<file path="config.mk">
export PLATFORM = sky130hd
export DESIGN_NAME = spi_burst_sequencer
export DESIGN_NICKNAME = d
export VERILOG_FILES = /design/src/rtl/spi_pkg.sv /design/src/rtl/spi_sync_fifo.sv /design/src/rtl/spi_burst_sequencer.sv
export SDC_FILE = /design/constraint.sdc
export NUM_CORES = 1
export LEC_CHECK = 0
export BUFFER_PORTS_ARGS = -buffer_cell sky130_fd_sc_hd__buf_2
export CAP_MARGIN = 0
export CORE_MARGIN = 4
export CORE_UTILIZATION = 55
export CTS_BUF_LIST = sky130_fd_sc_hd__clkbuf_4 sky130_fd_sc_hd__clkbuf_8
export DETAILED_ROUTE_END_ITERATION = 12
export PLACE_DENSITY = 0.8
export SYNTH_ARGS = -nofsm -noshare
export SYNTH_HDL_FRONTEND = slang
export SYNTH_SLANG_ARGS = --single-unit
</file>
<file path="constraint.sdc">
create_clock -name i_clk -period 5.6 [get_ports i_clk]
set_input_delay 0.56 -clock i_clk [delete_from_list [all_inputs] [get_ports i_clk]]
set_output_delay 0.56 -clock i_clk [all_outputs]
set_load 0.01 [all_outputs]
</file>
<file path="src/rtl/spi_pkg.sv">
// spi_pkg: shared byte width and sequencer state encoding
// for the SPI burst sequencer slice.
package spi_pkg;

  localparam int BYTE_W = 8;

  typedef enum logic [1:0] {
    S_IDLE  = 2'd0,
    S_START = 2'd1,
    S_WAIT  = 2'd2,
    S_GAP   = 2'd3
  } seq_state_t;

endpackage

</file>
<file path="src/rtl/spi_sync_fifo.sv">
// spi_sync_fifo: single-clock FIFO with occupancy count and
// a synchronous flush that wins over push and pop.
module spi_sync_fifo
  import spi_pkg::*;
#(
  parameter int WIDTH = BYTE_W,
  parameter int DEPTH = 8,
  localparam int AW = $clog2(DEPTH),
  localparam int LW = AW + 1
) (
  input  logic             i_clk,
  input  logic             i_rst,
  input  logic             flush,
  input  logic             push,
  input  logic [WIDTH-1:0] din,
  input  logic             pop,
  output logic [WIDTH-1:0] dout,
  output logic             full,
  output logic             empty,
  output logic [LW-1:0]    level
);

  logic [WIDTH-1:0] mem [DEPTH];
  logic [AW-1:0]    wr_ptr;
  logic [AW-1:0]    rd_ptr;
  logic             do_push;
  logic             do_pop;

  assign full    = (level == LW'(DEPTH));
  assign empty   = (level == '0);
  assign do_push = push && !full && !flush;
  assign do_pop  = pop && !empty && !flush;
  // Head reads as zero when empty so reset leaves the output clean.
  assign dout    = empty ? '0 : mem[rd_ptr];

  always_ff @(posedge i_clk) begin
    if (i_rst || flush) begin
      wr_ptr <= '0;
      rd_ptr <= '0;
      level  <= '0;
    end else begin
      if (do_push) wr_ptr <= wr_ptr + 1'b1;
      if (do_pop)  rd_ptr <= rd_ptr + 1'b1;
      level <= level + LW'(do_push) - LW'(do_pop);
    end
  end

  always_ff @(posedge i_clk) begin
    if (do_push) mem[wr_ptr] <= din;
  end

endmodule

</file>
<file path="src/rtl/spi_burst_sequencer.sv">
// spi_burst_sequencer: feeds host bytes to a single-byte SPI
// master one at a time and queues the bytes it returns.
module spi_burst_sequencer
  import spi_pkg::*;
#(
  parameter int FIFO_DEPTH     = 8,
  parameter int GAP_CYCLES     = 2,
  parameter int TIMEOUT_CYCLES = 64,
  localparam int LW = $clog2(FIFO_DEPTH) + 1
) (
  input  logic              i_clk,
  input  logic              i_rst,
  input  logic              i_tx_valid,
  input  logic [BYTE_W-1:0] i_tx_data,
  output logic              o_tx_ready,
  output logic              o_rx_valid,
  output logic [BYTE_W-1:0] o_rx_data,
  input  logic              i_rx_ready,
  input  logic              i_flush,
  output logic              o_busy,
  output logic [LW-1:0]     o_tx_level,
  output logic [LW-1:0]     o_rx_level,
  output logic              o_timeout,
  output logic              o_start_tx,
  output logic [BYTE_W-1:0] o_tx_byte,
  input  logic              i_tx_done,
  input  logic [BYTE_W-1:0] i_rx_byte
);

  localparam int CW = $clog2(TIMEOUT_CYCLES) + 1;

  seq_state_t        state;
  seq_state_t        state_nx;
  logic [CW-1:0]     cnt;
  logic [CW-1:0]     cnt_nx;
  logic              drop;
  logic              drop_nx;
  logic              to_hit;
  logic              tx_pop;
  logic              rx_push;
  logic              tx_push;
  logic              tx_full;
  logic              tx_empty;
  logic              rx_full;
  logic              rx_empty;
  logic [BYTE_W-1:0] tx_head;

  assign o_tx_ready = !tx_full && !i_flush;
  assign tx_push    = i_tx_valid && o_tx_ready;
  assign o_rx_valid = !rx_empty;
  assign o_start_tx = (state == S_START);
  assign o_busy     = (state != S_IDLE) || !tx_empty;

  spi_sync_fifo #(
    .WIDTH (BYTE_W),
    .DEPTH (FIFO_DEPTH)
  ) u_tx_fifo (
    .i_clk (i_clk),
    .i_rst (i_rst),
    .flush (i_flush),
    .push  (tx_push),
    .din   (i_tx_data),
    .pop   (tx_pop),
    .dout  (tx_head),
    .full  (tx_full),
    .empty (tx_empty),
    .level (o_tx_level)
  );

  spi_sync_fifo #(
    .WIDTH (BYTE_W),
    .DEPTH (FIFO_DEPTH)
  ) u_rx_fifo (
    .i_clk (i_clk),
    .i_rst (i_rst),
    .flush (i_flush),
    .push  (rx_push),
    .din   (i_rx_byte),
    .pop   (i_rx_ready),
    .dout  (o_rx_data),
    .full  (rx_full),
    .empty (rx_empty),
    .level (o_rx_level)
  );

  always_comb begin
    state_nx = state;
    cnt_nx   = cnt;
    drop_nx  = drop;
    to_hit   = 1'b0;
    tx_pop   = 1'b0;
    rx_push  = 1'b0;
    unique case (state)
      S_IDLE: begin
        // Launch only with RX space reserved for the reply.
        if (!tx_empty && !rx_full && !i_flush) begin
          state_nx = S_START;
          tx_pop   = 1'b1;
          drop_nx  = 1'b0;
        end
      end
      S_START: begin
        state_nx = S_WAIT;
        cnt_nx   = '0;
      end
      S_WAIT: begin
        if (i_tx_done) begin
          rx_push  = !drop;
          state_nx = S_GAP;
          cnt_nx   = '0;
        end else if (cnt == CW'(TIMEOUT_CYCLES - 1)) begin
          to_hit   = 1'b1;
          state_nx = S_GAP;
          cnt_nx   = '0;
        end else begin
          cnt_nx = cnt + 1'b1;
        end
      end
      S_GAP: begin
        if (cnt == CW'(GAP_CYCLES - 1)) begin
          state_nx = S_IDLE;
          cnt_nx   = '0;
        end else begin
          cnt_nx = cnt + 1'b1;
        end
      end
      default: state_nx = S_IDLE;
    endcase
    // A flush with a byte in flight orphans its reply.
    if (i_flush && (state == S_START || state == S_WAIT)) begin
      drop_nx = 1'b1;
    end
  end

  always_ff @(posedge i_clk) begin
    if (i_rst) begin
      state     <= S_IDLE;
      cnt       <= '0;
      drop      <= 1'b0;
      o_timeout <= 1'b0;
      o_tx_byte <= '0;
    end else begin
      state <= state_nx;
      cnt   <= cnt_nx;
      drop  <= drop_nx;
      if (to_hit)       o_timeout <= 1'b1;
      else if (i_flush) o_timeout <= 1'b0;
      if (tx_pop) o_tx_byte <= tx_head;
    end
  end

endmodule
</file>
; ---- Yosys cells after proc, flatten, opt, wreduce, memory -nomap -nowiden
; Memory sizes are Yosys's and may differ from the RTL's. A register that Yosys moved wholly into a read port is not among the register bits.
; Cells that the tools add are included.
; Widths: inputs -> output; s select.
[word_totals]
ff_bits = 31
ram_bits = 128
out_inout_bits = 29
word_cells = 91
mem_count = 2
[op_classes]
n_addsub = 9
n_eq_ne = 10
n_mux = 28
reduce_logical = 32
[mem_list]
columns = name, words, width, read_ports, rd_ports_with_merged_regs, write_ports, line_no
row1 = u_rx_fifo.mem, 8, 8, 1, 1, 1, spi_sync_fifo.sv:23  ; logic [WIDTH-1:0] mem [DEPTH];
row2 = u_tx_fifo.mem, 8, 8, 1, 1, 1, spi_sync_fifo.sv:23
[op_table]
columns = cell, count
row1 = $mux 7, 3
row2 = $pmux 7 s3, 1
row3 = $mux 1, 16
row4 = $logic_and 1x1->1, 13
row5 = $add 3x1->3 const B, 4
row6 = $add 4x1->4, 2
row7 = $eq 4x4->1 const B, 2
row8 = $logic_not 4->1, 2
row9 = $mux 2, 4
row10 = $mux 8, 1
row11 = $pmux 2 s4, 1
row12 = $reduce_bool 2->1, 4
row13 = $sub 4x1->4, 2
row14 = $add 7x1->7 const B, 1
row15 = $eq 7x1->1 const B, 1
row16 = $eq 7x6->1 const B, 1
row17 = $logic_not 1->1, 6
row18 = $mux 3, 2
row19 = $eq 2x2->1 const B, 2
row20 = $ne 2x2->1 const B, 2
row21 = $logic_or 1x1->1, 3
row22 = $ne 3x3->1 const B, 1
row23 = $reduce_and 3->1, 1
row24 = $reduce_bool 3->1, 1
row25 = other kinds (3), 3

; ---- Logic depth before layout (Yosys ltp)
[logic_depth]
depth_word = 9
mapped_depth = 14
mapped_depth_nobuf = 13

; ---- Modules after synthesis
; Synthesis repeated with hierarchy kept, for this count alone.
[unflattened]
hier_cells = 552
area_unflattened_um2 = 7397.1
[by_module_without_submodules]
columns = module, instances, cells_each, area_per_inst_um2, seq_area_each_um2
row1 = spi_sync_fifo, 2, 216, 3208.1, 2182.1
row2 = spi_burst_sequencer, 1, 120, 980.9, 380.4

; ---- Worst setup path before layout
; No wires, ideal clock.
[synth_timing]
path_kind = flip-flop to flip-flop
start = reg u_rx_fifo.level[2]
end = mem u_rx_fifo.mem[4][0] (netlist name), enable pin
arrival_time_ps = 2385
required_ps = 5202
setup_slack_ps = 2817
stages_incl_launch_ff = 7
path_buffers = 1
cell_sequence = dfxtp_1 inv_1 ha_1 nor3b_1 or4_1 clkbuf_1 nor4b_1
[synth_via]
elab_chain_len = 6
[synth_rtl]
columns = item, line_no
row1 = from (decl), spi_sync_fifo.sv:20  ; output logic [LW-1:0] level
row2 = from (signal assigned), spi_sync_fifo.sv:44  ; level <= level + LW'(do_push) - LW'(do_pop);
row3 = $eq 4x4->1, spi_sync_fifo.sv:29  ; assign full = (level == LW'(DEPTH));
row4 = $logic_not 1->1, spi_sync_fifo.sv:31  ; assign do_push = push && !full && !flush;
row5 = $logic_and 1x1->1 (2 in a row), spi_sync_fifo.sv:31
row6 = $mux 1, spi_sync_fifo.sv:49  ; if (do_push) mem[wr_ptr] <= din;
row7 = $mux 1 (implied by the code), spi_sync_fifo.sv:49
row8 = to (decl), spi_sync_fifo.sv:23
; Every way passes these cells.

; ---- Final worst setup path
[layout_timing]
start = reg u_rx_fifo.level[2]
end = mem u_rx_fifo.mem[6][5] (netlist name), enable pin
[layout_via]
elab_chain_len = 6
[layout_rtl]
columns = item, line_no
row1 = $eq 4x4->1, spi_sync_fifo.sv:29
row2 = $logic_not 1->1, spi_sync_fifo.sv:31
row3 = $logic_and 1x1->1 (2 in a row), spi_sync_fifo.sv:31
row4 = via u_rx_fifo.do_push, spi_sync_fifo.sv:26  ; logic do_push;
row5 = $mux 1, spi_sync_fifo.sv:49
row6 = $mux 1 (implied by the code), spi_sync_fifo.sv:49
; The timed path passes the listed nets, and every way through them passes these cells.

==> impl_metrics.ini <==
[logic_synthesis]
synthSimpleGateAreaFrac = 0.06864
synth.avg_cell_area_um2 = 15.75
syn-instance-count = 441
synthAdderAreaFrac = 0.04720
synth_seq_cells = 170
synth_nets = 488
synth-compound-area-share = 0.03711
synthXorXnorAreaFrac = 0.01765
ys.flop_type = edfxtp_1
async_flop_share = 0
synth_enable_flop_cells = 128
synth_mux_area_frac = 0.1297
ys_seq_area_frac = 0.6745
synth_top_family_by_area = multiplexers
yosys_warnings = 0
synth_cell_types = 42
synth_area_um2 = 6945

[critical_path]
crit_arrival_ps = 3070
crit_fanout = 8
critPathLaunchType = flop
cp_slowest_cell = nor3b_1
r2r_slack_ps = 2590
reg2reg_to = u_rx_fifo.mem[6][5]
cp_top_family = simple AND/OR/NAND/NOR gates
cp.required_ps = 5660
crit_chain = inv_1 > ha_1 > nor3b_1 > or4_1 > inv_2 > nand2_1 > nor3b_1
reg2reg_depth = 7
crit_buf_inv = 2
path_class = flop to flop
rr_startpoint = u_rx_fifo.level[2]
cp-end-kind = flop
critical-path-max-stage-delay_ps = 970
cp_common_cell = nor3b_1

[timing]
fin_crit_ps = 3011
setup_viol_count_final = 0
period_share = 0.5377
whs_ps = 385.4
max_slew_margin = 0.1147
finalHoldViolCount = 0
slew_viol_final = 0
fmax_mhz = 332.1
skew_ps = 9.889
tightest_slew_ps = 1318
tns_ps = 0
rsz0062_at_grt = no

[placed_design]
finalWeightedCongestion = 0.7901
io_buffers = 50
dpl.cell_count = 648
post-dp-hpwl_mm = 8.353

[cts]
tritoncts = yes
cts_htree_levels = 4
cts.sinks = 170
root_buffer = clkbuf_8
post_cts_buffers = 0
numCtsBuffers = 17
cts_resized = 0
cts_max_path_buffers = 2
postCtsHoldBufs = 0
clk_pin_slew_ps = 90
clkLatencyLatePin_ps = 440

[global_routing]
track_usage = 0.1798
grt_pass1_wl_mm = 19.86
grt_max_degree = 22
grt_pass1_vias = 3768
antenna_found_initial = 0
grt-ovfl-total = 0

[layout]
seq_area_um2 = 4684
layout-drive-gt1-share = 0.2520
fillers = 848
area_growth_pct = 11.46
layout_commonest_cell = edfxtp_1
multi_input_comb_area_um2 = 2091
fin_nets = 546
layout_common_cells = edfxtp_1 (128), buf_2 (50), nor2_1 (47), dfxtp_1 (42), mux4_2 (32)
n_antenna_cell = 0
post-route-util = 0.6365
layoutNonFillerInstCount = 680

[die]
initial_core_util = 0.5711
fp.dieW_um = 120.4
core_area_um2 = 12160
rows = 40
die_y_um = 120.4
dieArea_um2 = 14490
io-pin-count = 51

[route]
antenna_left = 0
via_per_inst = 5.446
drt-total-wl_mm = 12.15
routedWlPerCell_um = 17.87
drtPass1Iterations = 4
num_vias = 3703
drc_errors = 0
drt_iter0_drc = 229

[worst_hold_path]
whs_endpoint = u_tx_fifo.mem[2][1]
hp-class = primary input to flop
min_from = i_tx_data[1]
hold_path_depth = 1

[power]
p_leak_nw = 2.627
ir_drop_mv = 0.2425
powerDensity_nw_per_um2 = 343.9

[outcome]
outcome = finished, final reports clean

[run]
drv_cap = 0
## per-stage QoR
step	instance area, µm²	total power, mW	setup slack (ps)
6_report	7741	2.662	2589
4_1_cts	7741	2.684	2492
2_1_floorplan	6945	1.784	2817
3_3_place_gp	7393	1.915	2691
3_5_place_dp	7393	1.933	2528
5_1_grt	7741	2.805	2329
## sequential cells by signal (all words and copies together), names as in the netlist, named ones only
register / count
drop: 1
o_timeout: 1
u_rx_fifo.mem: 64
u_rx_fifo.level: 4
u_tx_fifo.wr_ptr: 3
o_tx_byte: 8
u_tx_fifo.level: 4
cnt: 7
u_tx_fifo.rd_ptr: 3
u_tx_fifo.mem: 64
u_rx_fifo.wr_ptr: 3
u_rx_fifo.rd_ptr: 3
state: 2
## area by class of cell
class	instances	area share
Inverter	24	0.01164
Clock buffer	17	0.03022
Tap cell	168	0.02715
Multi-Input combinational cell	227	0.2701
Sequential cell	170	0.6051
Timing Repair Buffer	59	0.04105
Clock inverter	15	0.01471
## metal layers
metal  global-route usage  part of all wire  up-vias
met5                    0                 0        -
met4              0.05737            0.0091        0
met3              0.04210             0.038       10
met2               0.3067              0.53       82
met1               0.2292              0.42     1844
li1                     -                 -     1767
## worst max path at each step
stage	from	endpoint	slack, ps	cells after the start
2_1_floorplan	u_rx_fifo.level[2]	u_rx_fifo.mem[4][0]	2820	6
3_3_place_gp	i_flush	u_rx_fifo.mem[6][2]	2690	5
3_5_place_dp	i_flush	u_rx_fifo.mem[6][1]	2530	5
4_1_cts	flop	o_rx_data[4]	2490	4
5_1_grt	flop	o_rx_data[0]	2330	4
6_report	u_rx_fifo.level[2]	u_rx_fifo.mem[6][5]	2590	7
## synth_stat cells (5+ instances only)
| cell type | instances | area, µm² |
|---|---|---|
| mux2i_1 | 18 | 180.2 |
| a21oi_1 | 13 | 65.06 |
| ha_1 | 23 | 287.8 |
| edfxtp_1 | 128 | 3844 |
| buf_2 | 5 | 25.02 |
| nor3_1 | 8 | 40.04 |
| dfxtp_1 | 42 | 840.8 |
| inv_1 | 21 | 78.83 |
| nor2_1 | 47 | 176.4 |
| xor2_1 | 5 | 43.79 |
| nand2_1 | 20 | 75.07 |
| buf_1 | 6 | 22.52 |
| mux4_2 | 32 | 720.7 |
| xnor2_1 | 9 | 78.83 |
| a211oi_1 | 8 | 60.06 |
| clkbuf_1 | 8 | 30.03 |
## kinds of logic (layout without fill, tap and decap cells)
logic type,count (synthesis),in the layout
compound gates,36,36
fa+ha+maj,25,25
flops,170,170
xor+xnor,14,14
buf+inv,44,115
simple gates,102,102
mux,50,50
## where the power goes
| group | internal, mW | switching, mW |
|---|---|---|
| clock network | 0.313 | 0.448 |
| logic | 0.205 | 0.253 |
| registers | 1.41 | 0.0339 |
## worst reg2reg max path: cells and delay by family, from the launching register on
family,cells,cell delay [ps]
and+or+nand+nor,4,1880
adders and majority gates,1,200
DFF,1,330
buffers and inverters,2,220
(Power assumes the default switching activity.)
